$ cat src/rtl/multicycle_core.sv
// Multi-cycle RV32I-subset core (add/sub/and/or/addi/lw/sw/beq) sequenced as
// FETCH/DECODE/EXEC/MEM/WB, with handshaked instruction and data memories.
module multicycle_core #(
    parameter int unsigned      XLEN     = 32,
    parameter int unsigned      ADDR_W   = 32,
    parameter logic [XLEN-1:0]  RESET_PC = {XLEN{1'b0}}
) (
    input  logic              clk,
    input  logic              reset,
    output logic              imem_req,
    output logic [ADDR_W-1:0] imem_addr,
    input  logic [31:0]       imem_rdata,
    input  logic              imem_ready,
    output logic              dmem_req,
    output logic              dmem_we,
    output logic [ADDR_W-1:0] dmem_addr,
    output logic [XLEN-1:0]   dmem_wdata,
    input  logic [XLEN-1:0]   dmem_rdata,
    input  logic              dmem_ready,
    output logic              retire,
    output logic              halted,
    output logic [XLEN-1:0]   pc_out
);

    typedef enum logic [2:0] {
        S_FETCH  = 3'd0,
        S_DECODE = 3'd1,
        S_EXEC   = 3'd2,
        S_MEM    = 3'd3,
        S_WB     = 3'd4,
        S_HALT   = 3'd5
    } state_e;

    typedef enum logic [3:0] {
        OP_ADD  = 4'd0,
        OP_SUB  = 4'd1,
        OP_AND  = 4'd2,
        OP_OR   = 4'd3,
        OP_ADDI = 4'd4,
        OP_LW   = 4'd5,
        OP_SW   = 4'd6,
        OP_BEQ  = 4'd7,
        OP_ILL  = 4'd8
    } op_e;

    localparam logic [XLEN-1:0] PC_STEP = XLEN'(32'd4);

    function automatic op_e decode_op(input logic [31:0] ir);
        op_e op;
        op = OP_ILL;
        case (ir[6:0])
            7'b0110011: begin
                case ({ir[31:25], ir[14:12]})
                    10'b0000000_000: op = OP_ADD;
                    10'b0100000_000: op = OP_SUB;
                    10'b0000000_111: op = OP_AND;
                    10'b0000000_110: op = OP_OR;
                    default:         op = OP_ILL;
                endcase
            end
            7'b0010011: op = (ir[14:12] == 3'b000) ? OP_ADDI : OP_ILL;
            7'b0000011: op = (ir[14:12] == 3'b010) ? OP_LW   : OP_ILL;
            7'b0100011: op = (ir[14:12] == 3'b010) ? OP_SW   : OP_ILL;
            7'b1100011: op = (ir[14:12] == 3'b000) ? OP_BEQ  : OP_ILL;
            default:    op = OP_ILL;
        endcase
        return op;
    endfunction

    // Immediate format follows the opcode; the B-type offset already has bit0 = 0.
    function automatic logic [XLEN-1:0] imm_gen(input logic [31:0] ir);
        logic [XLEN-1:0] imm;
        case (ir[6:0])
            7'b0100011: imm = {{(XLEN-12){ir[31]}}, ir[31:25], ir[11:7]};
            7'b1100011: imm = {{(XLEN-13){ir[31]}}, ir[31], ir[7], ir[30:25], ir[11:8], 1'b0};
            default:    imm = {{(XLEN-12){ir[31]}}, ir[31:20]};
        endcase
        return imm;
    endfunction

    state_e          state_q, state_d;
    op_e             op_q, op_d;
    logic [XLEN-1:0] pc_q, pc_d;
    logic [31:0]     ir_q, ir_d;
    logic [XLEN-1:0] a_q, a_d, b_q, b_d, imm_q, imm_d;
    logic [XLEN-1:0] alu_q, alu_d, mdr_q, mdr_d;
    logic            retire_q, retire_d;
    logic [XLEN-1:0] rf_q [32];
    logic [XLEN-1:0] rf_d [32];

    logic [4:0]      rs1_s, rs2_s, rd_s;
    logic [XLEN-1:0] rs1_val_s, rs2_val_s;

    assign rs1_s     = ir_q[19:15];
    assign rs2_s     = ir_q[24:20];
    assign rd_s      = ir_q[11:7];
    assign rs1_val_s = (rs1_s == 5'd0) ? {XLEN{1'b0}} : rf_q[rs1_s];
    assign rs2_val_s = (rs2_s == 5'd0) ? {XLEN{1'b0}} : rf_q[rs2_s];

    // Next-state, datapath and register-file update for the current FSM state.
    always_comb begin
        state_d  = state_q;
        op_d     = op_q;
        pc_d     = pc_q;
        ir_d     = ir_q;
        a_d      = a_q;
        b_d      = b_q;
        imm_d    = imm_q;
        alu_d    = alu_q;
        mdr_d    = mdr_q;
        retire_d = 1'b0;
        rf_d     = rf_q;
        case (state_q)
            S_FETCH: begin
                if (imem_ready) begin
                    ir_d    = imem_rdata;
                    state_d = S_DECODE;
                end else begin
                    state_d = S_FETCH;
                end
            end
            S_DECODE: begin
                op_d    = decode_op(ir_q);
                a_d     = rs1_val_s;
                b_d     = rs2_val_s;
                imm_d   = imm_gen(ir_q);
                state_d = (decode_op(ir_q) == OP_ILL) ? S_HALT : S_EXEC;
            end
            S_EXEC: begin
                case (op_q)
                    OP_ADD:  begin alu_d = a_q + b_q;   state_d = S_WB;  end
                    OP_SUB:  begin alu_d = a_q - b_q;   state_d = S_WB;  end
                    OP_AND:  begin alu_d = a_q & b_q;   state_d = S_WB;  end
                    OP_OR:   begin alu_d = a_q | b_q;   state_d = S_WB;  end
                    OP_ADDI: begin alu_d = a_q + imm_q; state_d = S_WB;  end
                    OP_LW,
                    OP_SW:   begin alu_d = a_q + imm_q; state_d = S_MEM; end
                    OP_BEQ: begin
                        pc_d     = (a_q == b_q) ? (pc_q + imm_q) : (pc_q + PC_STEP);
                        retire_d = 1'b1;
                        state_d  = S_FETCH;
                    end
                    default: state_d = S_HALT;
                endcase
            end
            S_MEM: begin
                if (dmem_ready) begin
                    if (op_q == OP_SW) begin
                        pc_d     = pc_q + PC_STEP;
                        retire_d = 1'b1;
                        state_d  = S_FETCH;
                    end else begin
                        mdr_d   = dmem_rdata;
                        state_d = S_WB;
                    end
                end else begin
                    state_d = S_MEM;
                end
            end
            S_WB: begin
                if (rd_s != 5'd0) begin
                    rf_d[rd_s] = (op_q == OP_LW) ? mdr_q : alu_q;
                end else begin
                    rf_d[0] = rf_q[0];
                end
                pc_d     = pc_q + PC_STEP;
                retire_d = 1'b1;
                state_d  = S_FETCH;
            end
            S_HALT:  state_d = S_HALT;
            default: state_d = S_HALT;
        endcase
    end

    // State and architectural registers; reset abandons any in-flight access.
    always_ff @(posedge clk) begin
        if (reset) begin
            state_q  <= S_FETCH;
            op_q     <= OP_ILL;
            pc_q     <= RESET_PC;
            ir_q     <= 32'd0;
            a_q      <= {XLEN{1'b0}};
            b_q      <= {XLEN{1'b0}};
            imm_q    <= {XLEN{1'b0}};
            alu_q    <= {XLEN{1'b0}};
            mdr_q    <= {XLEN{1'b0}};
            retire_q <= 1'b0;
            for (int i = 0; i < 32; i++) begin
                rf_q[i] <= {XLEN{1'b0}};
            end
        end else begin
            state_q  <= state_d;
            op_q     <= op_d;
            pc_q     <= pc_d;
            ir_q     <= ir_d;
            a_q      <= a_d;
            b_q      <= b_d;
            imm_q    <= imm_d;
            alu_q    <= alu_d;
            mdr_q    <= mdr_d;
            retire_q <= retire_d;
            for (int i = 0; i < 32; i++) begin
                rf_q[i] <= rf_d[i];
            end
        end
    end

    assign imem_req   = (state_q == S_FETCH);
    assign imem_addr  = pc_q[ADDR_W-1:0];
    assign dmem_req   = (state_q == S_MEM);
    assign dmem_we    = (state_q == S_MEM) && (op_q == OP_SW);
    assign dmem_addr  = alu_q[ADDR_W-1:0];
    assign dmem_wdata = b_q;
    assign retire     = retire_q;
    assign halted     = (state_q == S_HALT);
    assign pc_out     = pc_q;

endmodule

$ cat config.mk
export PLATFORM = sky130hd
export DESIGN_NAME = multicycle_core
export DESIGN_NICKNAME = d
export VERILOG_FILES = /design/src/rtl/multicycle_core.sv
export SDC_FILE = /design/constraint.sdc
export NUM_CORES = 2
export LEC_CHECK = 0
export BUFFER_PORTS_ARGS = -buffer_cell sky130_fd_sc_hd__buf_2
export CAP_MARGIN = 5
export CORE_MARGIN = 5
export CORE_UTILIZATION = 45
export DETAILED_ROUTE_END_ITERATION = 12
export SLEW_MARGIN = 20
export SYNTH_ARGS = -nofsm -noshare
export SYNTH_HDL_FRONTEND = slang
export SYNTH_SLANG_ARGS = --single-unit
$ cat constraint.sdc
create_clock -name clk -period 9.8 [get_ports clk]
set_input_delay 0.98 -clock clk [delete_from_list [all_inputs] [get_ports clk]]
set_output_delay 0.98 -clock clk [all_outputs]
set_load 0.03 [all_outputs]
Word level (Yosys, flattened, before mapping)
Cells that the tools add are included.
{"block": "word_totals", "reg_bits": 1237, "in_bits": 68, "out_inout_bits": 133, "word_cells": 138}
{"block": "classes", "add_sub_neg": 5, "magnitude_cmp": 4, "n_eq_ne": 26, "n_mux": 36, "bitwise_logic": 6, "n_reduce_logical": 19}
{"op": "$bwmux 1024", "n": 1}
{"op": "$mux 32", "n": 12}
{"op": "$bmux 32 s5", "n": 2}
{"op": "$demux 32 s5", "n": 1}
{"op": "$pmux 32 s5", "n": 1}
{"op": "$add 32x32->32", "n": 3}
{"op": "$pmux 32 s3", "n": 1}
{"op": "$add 32x3->32 const B", "n": 1}
{"op": "$and 32x32->32", "n": 1}
{"op": "$eq 32x32->1", "n": 1}
{"op": "$or 32x32->32", "n": 1}
{"op": "$sub 32x32->32", "n": 1}
{"op": "$pmux 12 s2", "n": 1}
{"op": "$eq 10x3->1 const B", "n": 2}
{"op": "$mux 4", "n": 5}
{"op": "$pmux 4 s5", "n": 1}
{"op": "$ge 6x6->1 const B", "n": 3}
{"op": "$not 5->6", "n": 3}
{"op": "$eq 4x3->1 const B", "n": 4}
{"op": "$pmux 4 s4", "n": 1}
{"op": "$pmux 3 s5", "n": 1}
{"op": "$eq 7x6->1 const B", "n": 2}
{"op": "$eq 10x9->1 const B", "n": 1}
{"op": "$logic_not 10->1", "n": 1}
{"op": "29 further kinds", "n": 45}

Depth between registers and ports, before layout
{"block": "logic_depth", "word_depth": 7, "mapped_depth": 17, "ltp_nobuf": 15}

Worst setup path after synthesis
No wires, ideal clock.
{"block": "synth_path", "path_kind": "reg2reg", "startpoint": "register imm_q[12]", "endpoint": "register alu_q[28], in the netlist dmem_addr[28]", "t_arrival_ps": 3675, "required_time_ps": 9709, "slack_ps": 6034, "stages_incl_launch_ff": 15, "synth_period_minus_slack_ps": 3766, "path_cell_list": "dfxtp_1 and3_1 clkbuf_1 buf_1 a21o_1 ha_1 a21oi_1 a21boi_2 o21ai_2 a2111oi_4 a21oi_2 a311o_1 a211oi_2 a2111oi_1 a311oi_1"}
{"block": "synth_via", "elab_chain_len": 2}
{"item": "from (decl)", "line": "85", "text": "logic [XLEN-1:0] a_q, a_d, b_q, b_d, imm_q, imm_d;"}
{"item": "from (signal assigned)", "line": "184", "text": "imm_q <= {XLEN{1'b0}};"}
{"item": "from (signal assigned)", "line": "198", "text": "imm_q <= imm_d;"}
{"item": "$add 32x32->32", "line": "135, 137"}
{"item": "$pmux 32 s5", "line": "130", "text": "case (op_q)"}
{"item": "to (signal assigned)", "line": "185", "text": "alu_q <= {XLEN{1'b0}};"}
{"item": "to (signal assigned)", "line": "199", "text": "alu_q <= alu_d;"}
{"item": "to (decl)", "line": "86", "text": "logic [XLEN-1:0] alu_q, alu_d, mdr_q, mdr_d;"}
Every way passes these cells.
A chain may end at the register's enable or synchronous reset.

Worst setup path after layout
{"block": "layout_path", "startpoint": "register op_q[1]", "endpoint": "register alu_q[25], in the netlist dmem_addr[25]"}
{"block": "layout_via", "elab_chain_len": 4, "word_cells_on_any_way": 11}
{"item": "from (decl)", "line": "82", "text": "op_e op_q, op_d;"}
{"item": "from (signal assigned)", "line": "193", "text": "op_q <= op_d;"}
{"item": "$eq 4x3->1", "line": "130"}
{"item": "$reduce_or 3->1 (no line)"}
{"item": "$reduce_bool 5->1 (no line)"}
{"item": "$reduce_and 2->1 (no line)"}
Several ways; a longest one is shown, not always the timed one.

==> impl_metrics.tcl <==
set metrics [dict create \
    synth_compound_area_share_pct 20.1 \
    dp_slack_ns 5.04 \
    fp.dieW_um 392 \
    ioPinCount 201 \
    n_fill_cell 13300 \
    p_clk_share_pct 45.7 \
    drc 0 \
    grt_usage_pct 29.5 \
    ys_ff_latch 1237 \
    yosysUniqueCellTypes 97 \
    yosysSeqAreaShare_pct 37.6 \
    area_growth_pct 10.6 \
    finalSetupViolCount 0 \
    drv_cap 0 \
    post_drt_via_cell_ratio 6.42 \
    end_kind "flop" \
    final.setup.tns_ns 0 \
    switching_share_pct 26.1 \
    syn_area_um2 65800 \
    syn_nets 7044 \
    criticalPathCategory "flop to flop" \
    grt_pass1_vias 52100 \
    grt_pass1_wl_um 344000 \
    synth_enable_flop_cells 0 \
    hold_class "input pin to flop" \
    netlist_top_cells_count "nor2_1 (1271), dfxtp_1 (1237), a211oi_1 (1082), clkbuf_1 (584), mux4_2 (494)" \
    yosysTopAreaCellShare_pct 37.6 \
    p_comb_share_pct 9.5 \
    hpwl_um 140000 \
    critPathArrivalTime_ns 5.47 \
    synthXorXnorAreaFrac_pct 1.04 \
    cts_root_buf "clkbuf_16" \
    vias 55100 \
    max_freq_mhz 205 \
    drtPass1Iterations 8 \
    hold_viol 0 \
    period_minus_slack_ns 4.87 \
    p_int_uw 8490 \
    postCtsResizedCells 0 \
    core_um2 146000 \
    path_clk_slew_ns 0.06 \
    synth_most_common_cell "nor2_1" \
    final_layout_size_suffix_gt1_share_pct 18.6 \
    p_seq_share_pct 44.8 \
    tightestPinTransition_ns 1.27 \
    final_util_pct 50.0 \
    status "finished clean" \
    p_sw_uw 3000 \
    netlist_instances 6811 \
    fin_skew_ns 0.0233 \
    nets 6794 \
    placed_cells 8330 \
    avgRoutedWirePerCell_um 27.1 \
    synth_mux_area_share_pct 21.0 \
    synth_area_per_cell_um2 9.66 \
    clk_latency_ns 0.77 \
    place_congestion 0.936 \
    rows 140 \
    final_cells 8583 \
    total_leakage_power_uw 0.0233 \
    relSlewSlack_pct 15.1 \
    ctsLongestPathBuffers 3 \
    portBuffers 200 \
    postCtsSetupBuffers 0 \
    start_util_pct 45.2 \
    cts.htree.levels 4 \
    wirelength_um 233000 \
    rsz0062_at_grt "no" \
    synthArstFlopShare_pct 0 \
    powerDensity_nw_per_um2 158 \
    netlist_top_cells_area "dfxtp_1 (38%), mux4_2 (17%), a211oi_1 (12%)" \
    synth_ff_type "dfxtp_1" \
    yosys_warnings 0 \
    cts_sinks 1237 \
    yosys.area_share.adder_pct 3.17 \
    period_share_pct 49.7 \
    peakVddDrop_mv 0.116 \
    first_iter_violations 6122 \
    grt_max_degree 256 \
    fin_ws_ns 4.93 \
    cts_buffers 138 \
    critPathRequiredTime_ns 10.40 \
    maxSlewViolCount 0 \
    fp.dieH_um 392 \
    die-area_um2 154000 \
    cp_max_fo 32 \
    grt-ovfl-total 0 \
    synth-simple-area-share_pct 11.7 \
    crit_path_start_kind "flop" \
    cts_tree "yes" \
    ant_nets 0 \
    antenna_found_initial 4 \
    fin_total_pwr_uw 11500 \
    synth_top_area_cell "dfxtp_1" \
    holdBufCountCts 0 \
    synth_top_family_by_area "multiplexers" \
]
[through the flow]
stage,cell area (µm²),hold WS (ns)
6_report,72800,0.437
5_1_grt,72800,0.436
4_1_cts,72600,0.388
3_5_place_dp,68000,0.448
3_3_place_gp,67900,0.445
2_1_floorplan,65800,0.436
[cell families after synthesis]
family,after synthesis
simple gates,1858
compound gates,1855
flops,1237
buf+inv,862
mux,756
fa+ha+maj,165
xor+xnor,78
[routing by layer]
metal | vias to the layer above | global-route usage (%) | part of all wire (%)
met5 | - | 0 | 0.0056
met4 | 2 | 10.5 | 3.7
met3 | 485 | 4.72 | 8.5
met2 | 2449 | 46.9 | 45
met1 | 27200 | 40.8 | 42
li1 | 24900 | - | -
[worst max-delay path, stage by stage, from the launching register on]
cell and delay (ns):
dfxtp_1 0.79, nand2_1 0.18, nand2_1 0.11, buf_4 0.41, mux2_2 0.41, ha_1 0.28, a21oi_1 0.24, nor2_1 0.14
o31ai_1 0.33, o21ai_0 0.29, a21oi_1 0.52, o21ai_0 0.22, xor2_1 0.19, a2111oi_0 0.43, a311oi_1 0.14
[placed cells by master, fill, tap and decap left out, drive strengths merged, types with 53 or more instances in the layout]
cell type,n
ha,162
a21o,53
mux4,494
clkbuf,208
mux2i,198
dfxtp,1237
nand2,286
nor2b,54
inv,142
nor3,61
a211oi,1087
a21oi,296
nor2,1274
a221oi,72
o21ai,96
mux2,64
buf,338
[state kept, by name (all words and copies together), names as in the netlist, 4 cells and up]
name / count
a_q: 32
dmem_addr: 32
dmem_wdata: 32
imem_addr: 32
imm_q: 13
ir_q: 32
mdr_q: 32
op_q: 4
rf_q: 1024
[worst paths after layout]
kind	start	depth (start not counted)	slack, ns	to
max	op_q[1]	14	4.93	dmem_addr[25]
min	imem_rdata[16]	3	0.44	ir_q[16]
max reg2reg	op_q[1]	14	4.93	dmem_addr[25]
min reg2reg	ir_q[3]	2	0.46	ir_q[3]
[cell type report]
type	instances	area, µm²	area share (%)
antenna	2	5.00	0.00688
clock buffer	207	4100	5.63
clock inverter	36	424	0.583
inverter	133	499	0.686
multi-input combinational	4712	38200	52.5
sequential	1237	24800	34.1
tap	1917	2400	3.30
timing repair buffer	339	2360	3.24
[power by group through the flow]
stage | registers [µW] | logic, µW | clock network [µW]
after detailed placement | 5260 | 1070 | 0
final | 5150 | 1090 | 5250
after global routing | 5150 | 1140 | 5520
after CTS | 5140 | 1070 | 5310
after floorplan | 5220 | 754 | 0
after global placement | 5250 | 1060 | 0
Note: power is estimated with default switching activity, not from simulation.
